`src/rtl/pipeline_hazard_controller.sv`:
```
`default_nettype none
// ============================================================================
// Module   : pipeline_hazard_controller
// Brief    : Stall/flush sequencer for the 5-stage pipeline. It handles
//            load-use stalls, taken-branch flushes and data-memory wait freezes.
//            The optional build macro PIPE_PERF_COUNTERS_EN adds performance
//            counters.
// Revision : 1.0  initial release
// ============================================================================
module pipeline_hazard_controller #(
   parameter int REG_ADDR_WIDTH    = 5,
   parameter int LOAD_STALL_CYCLES = 1,
   parameter int MEM_TIMEOUT       = 64
) (
   input  logic                      clk,
   input  logic                      resetN,
   input  logic [REG_ADDR_WIDTH-1:0] idRs1,
   input  logic [REG_ADDR_WIDTH-1:0] idRs2,
   input  logic                      idUsesRs1,
   input  logic                      idUsesRs2,
   input  logic [REG_ADDR_WIDTH-1:0] exRd,
   input  logic                      exIsMemRead,
   input  logic                      exBranchTaken,
   input  logic                      memRequest,
   input  logic                      memReady,
   output logic                      pcWrite,
   output logic                      ifIdWrite,
   output logic                      ifIdFlush,
   output logic                      idExWrite,
   output logic                      idExFlush,
   output logic                      exMemWrite,
   output logic                      memWbBubble,
`ifdef PIPE_PERF_COUNTERS_EN
   output logic [31:0]               stallCycles,
   output logic [31:0]               flushCount,
   output logic [31:0]               memWaitCycles,
`endif
   output logic                      memTimeout
);

   localparam int                  c_WAIT_W       = $clog2(MEM_TIMEOUT);
   localparam logic [c_WAIT_W-1:0] c_WAIT_LAST    = c_WAIT_W'(MEM_TIMEOUT - 1);
   localparam logic [1:0]          c_STALL_RELOAD = 2'(LOAD_STALL_CYCLES - 1);
   localparam bit                  c_MULTI_STALL  = (LOAD_STALL_CYCLES > 1);

   typedef enum logic [1:0] {
      ST_RUN        = 2'd0,
      ST_LOAD_STALL = 2'd1,
      ST_MEM_WAIT   = 2'd2
   } state_t;

   state_t              r_state, r_retState;
   state_t              w_nextState, w_nextRet, w_effState;
   logic [1:0]          r_stallCnt, w_nextStallCnt;
   logic [c_WAIT_W-1:0] r_waitCnt, w_nextWaitCnt;
   logic                r_memTimeout, w_nextTimeout;
   logic                w_frozen, w_loadUse;

   assign w_frozen  = memRequest & ~memReady;
   assign w_loadUse = exIsMemRead & (exRd != '0) &
                      ((idUsesRs1 & (idRs1 == exRd)) | (idUsesRs2 & (idRs2 == exRd)));

   always_ff @(posedge clk or negedge resetN) begin
      if (!resetN) begin
         r_state      <= ST_RUN;
         r_retState   <= ST_RUN;
         r_stallCnt   <= '0;
         r_waitCnt    <= '0;
         r_memTimeout <= 1'b0;
      end else begin
         r_state      <= w_nextState;
         r_retState   <= w_nextRet;
         r_stallCnt   <= w_nextStallCnt;
         r_waitCnt    <= w_nextWaitCnt;
         r_memTimeout <= w_nextTimeout;
      end
   end

   always_comb begin
      pcWrite        = 1'b1;
      ifIdWrite      = 1'b1;
      ifIdFlush      = 1'b0;
      idExWrite      = 1'b1;
      idExFlush      = 1'b0;
      exMemWrite     = 1'b1;
      memWbBubble    = 1'b0;
      w_nextState    = r_state;
      w_nextRet      = r_retState;
      w_nextStallCnt = r_stallCnt;
      w_nextWaitCnt  = r_waitCnt;
      w_nextTimeout  = r_memTimeout;
      // Leaving a memory wait resumes whatever the pipeline was doing before it.
      w_effState     = (r_state == ST_MEM_WAIT) ? r_retState : r_state;

      if (w_frozen) begin
         pcWrite     = 1'b0;
         ifIdWrite   = 1'b0;
         idExWrite   = 1'b0;
         exMemWrite  = 1'b0;
         memWbBubble = 1'b1;
         w_nextState = ST_MEM_WAIT;
         if (r_state != ST_MEM_WAIT) begin
            w_nextRet = r_state;
         end
         if (r_waitCnt == c_WAIT_LAST) begin
            w_nextTimeout = 1'b1;
         end else begin
            w_nextWaitCnt = r_waitCnt + 1'b1;
         end
      end else begin
         w_nextWaitCnt = '0;
         if (exBranchTaken) begin
            ifIdFlush      = 1'b1;
            idExFlush      = 1'b1;
            w_nextState    = ST_RUN;
            w_nextStallCnt = '0;
         end else if ((w_effState == ST_LOAD_STALL) || w_loadUse) begin
            pcWrite   = 1'b0;
            ifIdWrite = 1'b0;
            idExFlush = 1'b1;
            // The hazard is not re-evaluated while bubbles are still owed.
            if (w_effState == ST_LOAD_STALL) begin
               if (r_stallCnt <= 2'd1) begin
                  w_nextState    = ST_RUN;
                  w_nextStallCnt = '0;
               end else begin
                  w_nextState    = ST_LOAD_STALL;
                  w_nextStallCnt = r_stallCnt - 2'd1;
               end
            end else if (c_MULTI_STALL) begin
               w_nextState    = ST_LOAD_STALL;
               w_nextStallCnt = c_STALL_RELOAD;
            end else begin
               w_nextState = ST_RUN;
            end
         end else begin
            w_nextState = ST_RUN;
         end
      end

      if (!resetN) begin
         pcWrite     = 1'b0;
         ifIdWrite   = 1'b0;
         ifIdFlush   = 1'b1;
         idExWrite   = 1'b0;
         idExFlush   = 1'b1;
         exMemWrite  = 1'b0;
         memWbBubble = 1'b1;
      end
   end

   assign memTimeout = r_memTimeout;

`ifdef PIPE_PERF_COUNTERS_EN
   logic [31:0] r_stallCycles, r_flushCount, r_memWaitCycles;

   // A load-use stall is the only event that flushes ID/EX without IF/ID.
   always_ff @(posedge clk or negedge resetN) begin
      if (!resetN) begin
         r_stallCycles   <= '0;
         r_flushCount    <= '0;
         r_memWaitCycles <= '0;
      end else begin
         if (idExFlush && !ifIdFlush) r_stallCycles   <= r_stallCycles + 32'd1;
         if (ifIdFlush)               r_flushCount    <= r_flushCount + 32'd1;
         if (w_frozen)                r_memWaitCycles <= r_memWaitCycles + 32'd1;
      end
   end

   assign stallCycles   = r_stallCycles;
   assign flushCount    = r_flushCount;
   assign memWaitCycles = r_memWaitCycles;
`endif

endmodule
`default_nettype wire

```
`config.mk`:
```
export PLATFORM = sky130hd
export DESIGN_NAME = pipeline_hazard_controller
export DESIGN_NICKNAME = d
export VERILOG_FILES = /design/src/rtl/pipeline_hazard_controller.sv
export SDC_FILE = /design/constraint.sdc
export NUM_CORES = 1
export LEC_CHECK = 0
export ABC_AREA = 1
export CAP_MARGIN = 20
export CORE_UTILIZATION = 41
export CTS_CLUSTER_DIAMETER = 50
export DETAILED_ROUTE_END_ITERATION = 7
export GPL_ROUTABILITY_DRIVEN = 1
export MAX_ROUTING_LAYER = met4
export PLACE_DENSITY = 0.79
export SYNTH_ARGS = -nofsm -noshare
export SYNTH_HDL_FRONTEND = slang
export SYNTH_SLANG_ARGS = --single-unit
```
`constraint.sdc`:
```
create_clock -name clk -period 2.6 [get_ports clk]
set_input_delay 0.26 -clock clk [delete_from_list [all_inputs] [get_ports clk]]
set_output_delay 0.26 -clock clk [all_outputs]
set_load 0.02 [all_outputs]
```
==> results.toml, run 1 <==
[placement]
place_inst = 189
place.gp.congestion = 0.862
hpwl_mm = 1.70
place_ws_ns = 0.260
buffer_ports.inserted = 30

[yosys]
synthMuxAreaShare_pct = 0
synth.avg_cell_area_um2 = 6.71
syn_inst = 133
ys_seq_area_share_pct = 36.5
synth_edf_count = 0
synth.area.top_cells = "dfrtp_1, nand2_1, inv_1, nor2_1, nand3_1"
synthSimpleGateAreaFrac_pct = 33.9
synth_ff_type = "dfrtp_1"
synth_top_family_by_area = "simple AND/OR/NAND/NOR gates"
synth_seq_cells = 13
synth.cell_area_um2 = 892
yosysUniqueCellTypes = 25
synth_fp_nets = 157
yosys_warnings = 0
synth_most_common_cell = "nand2_1"
synth_xor_xnor_area_share_pct = 1.96
synthAdderAreaFrac_pct = 1.40
yosysTopAreaCellShare_pct = 36.5
synthArstFlopShare_pct = 100
synthTopCellsByCount = "nand2_1, inv_1, dfrtp_1, nor2_1"
synth_area_leader_cell = "dfrtp_1"
synth-compound-area-share_pct = 10.4

[routing]
vias = 880
wl_per_cell_um = 10.6
viasPerCell = 4.56
first_pass_iters = 5
drt_iter0_drc = 18
drc = 0
postRouteWirelength_mm = 2.04
ant_nets = 0

[sta]
setup_viol = 0
timing.hold.ws_ns = 0.323
relSlewSlack_pct = 84.8
finalWorstSetupSlack_ns = 0.286
fin_crit_ns = 2.31
hold_viol_final = 0
clock_skew_ns = 0.00474
rsz0062_at_grt = "no"
fin_crit_sh_pct = 89.0
timing.fmax_mhz = 432
fin_tns_setup_ns = 0
drv_slew = 0
worst_pin_slew_ns = 0.228

[power]
power_uw = 452
power_leakage_nw = 0.648
vdd_drop_max_mv = 0.193
p_per_area_nw_per_um2 = 365

[floorplanning]
rows = 16
floorplan.initialDensity_pct = 44.6
ios = 31
dieArea_um2 = 2370
design.core.area_um2 = 2000
die_x_um = 48.6
die_h_um = 48.6

[cells_and_area]
diodes = 0
final_cells = 193
area_growth_syn_to_layout_pct = 38.9
final_nets = 191
drive_above_1_share_pct = 7.83
fillers = 186

[clock_network]
cts_hold_buffers = 0
numCtsBuffers = 3
htree_levels = 1
clock_sinks = 13
cts_buffer_depth = 2
cts_setup_buffers = 0
insertion_delay_ns = 0.28
cts.clk_slew.worst_paths_ns = 0.08
post_cts_resized = 0
cts-root-buf = "clkbuf_4"
cts_tree = "built"

[critical_path]
crit_type = "input port to output port"
endpoint_kind = "output port"
cp.required_ns = 2.34
cp_max_fo = 3
cp-start-kind = "input port"
cp_data_arrival_time_ns = 2.05

[global_routing]
grtUsageMet2_pct = 32.9
grt_overflow = 0
antenna_found_initial = 0
groute.usage.overall_pct = 19.8
use_met3_pct = 2.83
top_usage_layer = "met2"
grt_pass1_wl_mm = 3.54
first_global_vias = 855
grt_max_degree = 15
grt_util_met1_pct = 24.2

[run]
cap_violations = 0

[outcome]
status = "complete, no violations"

[hold_path]
hp-class = "input port to asynchronous set/reset pin"
[state kept, by name (all words and copies together) (netlist names)]
register	flops
memTimeout	1
r_retState	2
r_stallCnt	2
r_state	2
r_waitCnt	6
[path summary, 6_finish.rpt]
| path | depth (start not counted) | slack, ns | to | start |
|---|---|---|---|---|
| setup reg to reg | 5 | 1.35 | r_waitCnt[3]$_DFFE_PN0N_ | r_waitCnt[0]$_DFFE_PN0N_ |
| setup / recovery | 9 | 0.29 | ifIdWrite | exRd[4] |
| min in group clk | 2 | 0.46 | memTimeout$_DFFE_PN0P_ | memTimeout$_DFFE_PN0P_ |
| max in group asynchronous | 2 | 2.11 | r_stallCnt[0]$_DFFE_PN0P_ | resetN |
| hold reg to reg | 2 | 0.46 | memTimeout$_DFFE_PN0P_ | memTimeout$_DFFE_PN0P_ |
| hold / removal | 2 | 0.32 | r_waitCnt[2]$_DFFE_PN0N_ | resetN |
[logic make-up after synthesis]
kind of cell / after synthesis
XOR/XNOR: 2
buffers and inverters: 33
adder cells (fa/ha/maj): 1
AO/OA/AOI/OAI: 16
AND/OR/NAND/NOR: 68
flip-flops: 13
[layout make-up]
type                            instances  area, µm²  area share (%)
Sequential cell                        13        325            26.3
Tap cell                               27       33.8            2.73
Clock buffer                            4       26.3            2.12
Inverter                               30        113            9.09
Timing Repair Buffer                   32        315            25.5
Multi-Input combinational cell         87        425            34.3
[power breakdown]
| part | internal (mW) | leakage (nW) | switching, mW |
|---|---|---|---|
| clock network | 0.0595 | 0.0150 | 0.0686 |
| logic | 0.0586 | 0.461 | 0.0549 |
| registers | 0.207 | 0.172 | 0.00353 |
| total | 0.325 | 0.648 | 0.127 |
[worst max-delay path: stages]
cell             delay [ns]
clkdlybuf4s50_1        0.43
inv_1                  0.11
nand4_1                0.11
o21ai_0                0.15
inv_1                  0.05
nand2_1                0.08
nand2_1                0.06
a21oi_1                0.16
clkdlybuf4s50_1        0.64
[stage by stage]
step / utilization, % / cell area (µm²)
after CTS: 61.9 / 1240
after global routing: 61.9 / 1240
after floorplan: - / 892
final: 61.9 / 1240
after detailed placement: 60.6 / 1210
after global placement: 60.6 / 1210
[cell usage in the layout (no fill, tap or decap), types with 2 or more instances in the layout]
master,n
dfrtp_1,13
nand3_1,6
clkbuf_4,3
nand2_1,40
inv_1,30
o21ai_1,2
nor2_1,13
clkdlybuf4s50_1,30
a21oi_1,3
o21ai_0,6
nand2_2,2
nor2_2,2
buf_4,2
[per-layer routing]
metal	share of wire (%)	wire, µm
met1	45	925
met2	51	1040
met3	2.9	59
met4	0.64	13
met5	0	0
No activity file was read; power rests on OpenSTA's default activity.
==> run 2, diff against run 1 <==
--- a/config.mk
+++ b/config.mk
@@ -6,7 +6,6 @@
 export NUM_CORES = 1
 export LEC_CHECK = 0
 export ABC_AREA = 1
-export CAP_MARGIN = 20
 export CORE_UTILIZATION = 41
 export CTS_CLUSTER_DIAMETER = 50
 export DETAILED_ROUTE_END_ITERATION = 7
==> results of run 2 <==
Final layout, timing and power as in run 1 (identical DEF).
==> run 3, diff against run 2 <==
--- a/config.mk
+++ b/config.mk
@@ -6,6 +6,7 @@
 export NUM_CORES = 1
 export LEC_CHECK = 0
 export ABC_AREA = 1
+export CAP_MARGIN = 20
 export CORE_UTILIZATION = 41
 export CTS_CLUSTER_DIAMETER = 50
 export DETAILED_ROUTE_END_ITERATION = 7
==> results of run 3 <==
Final layout, timing and power as in run 1 (identical DEF).
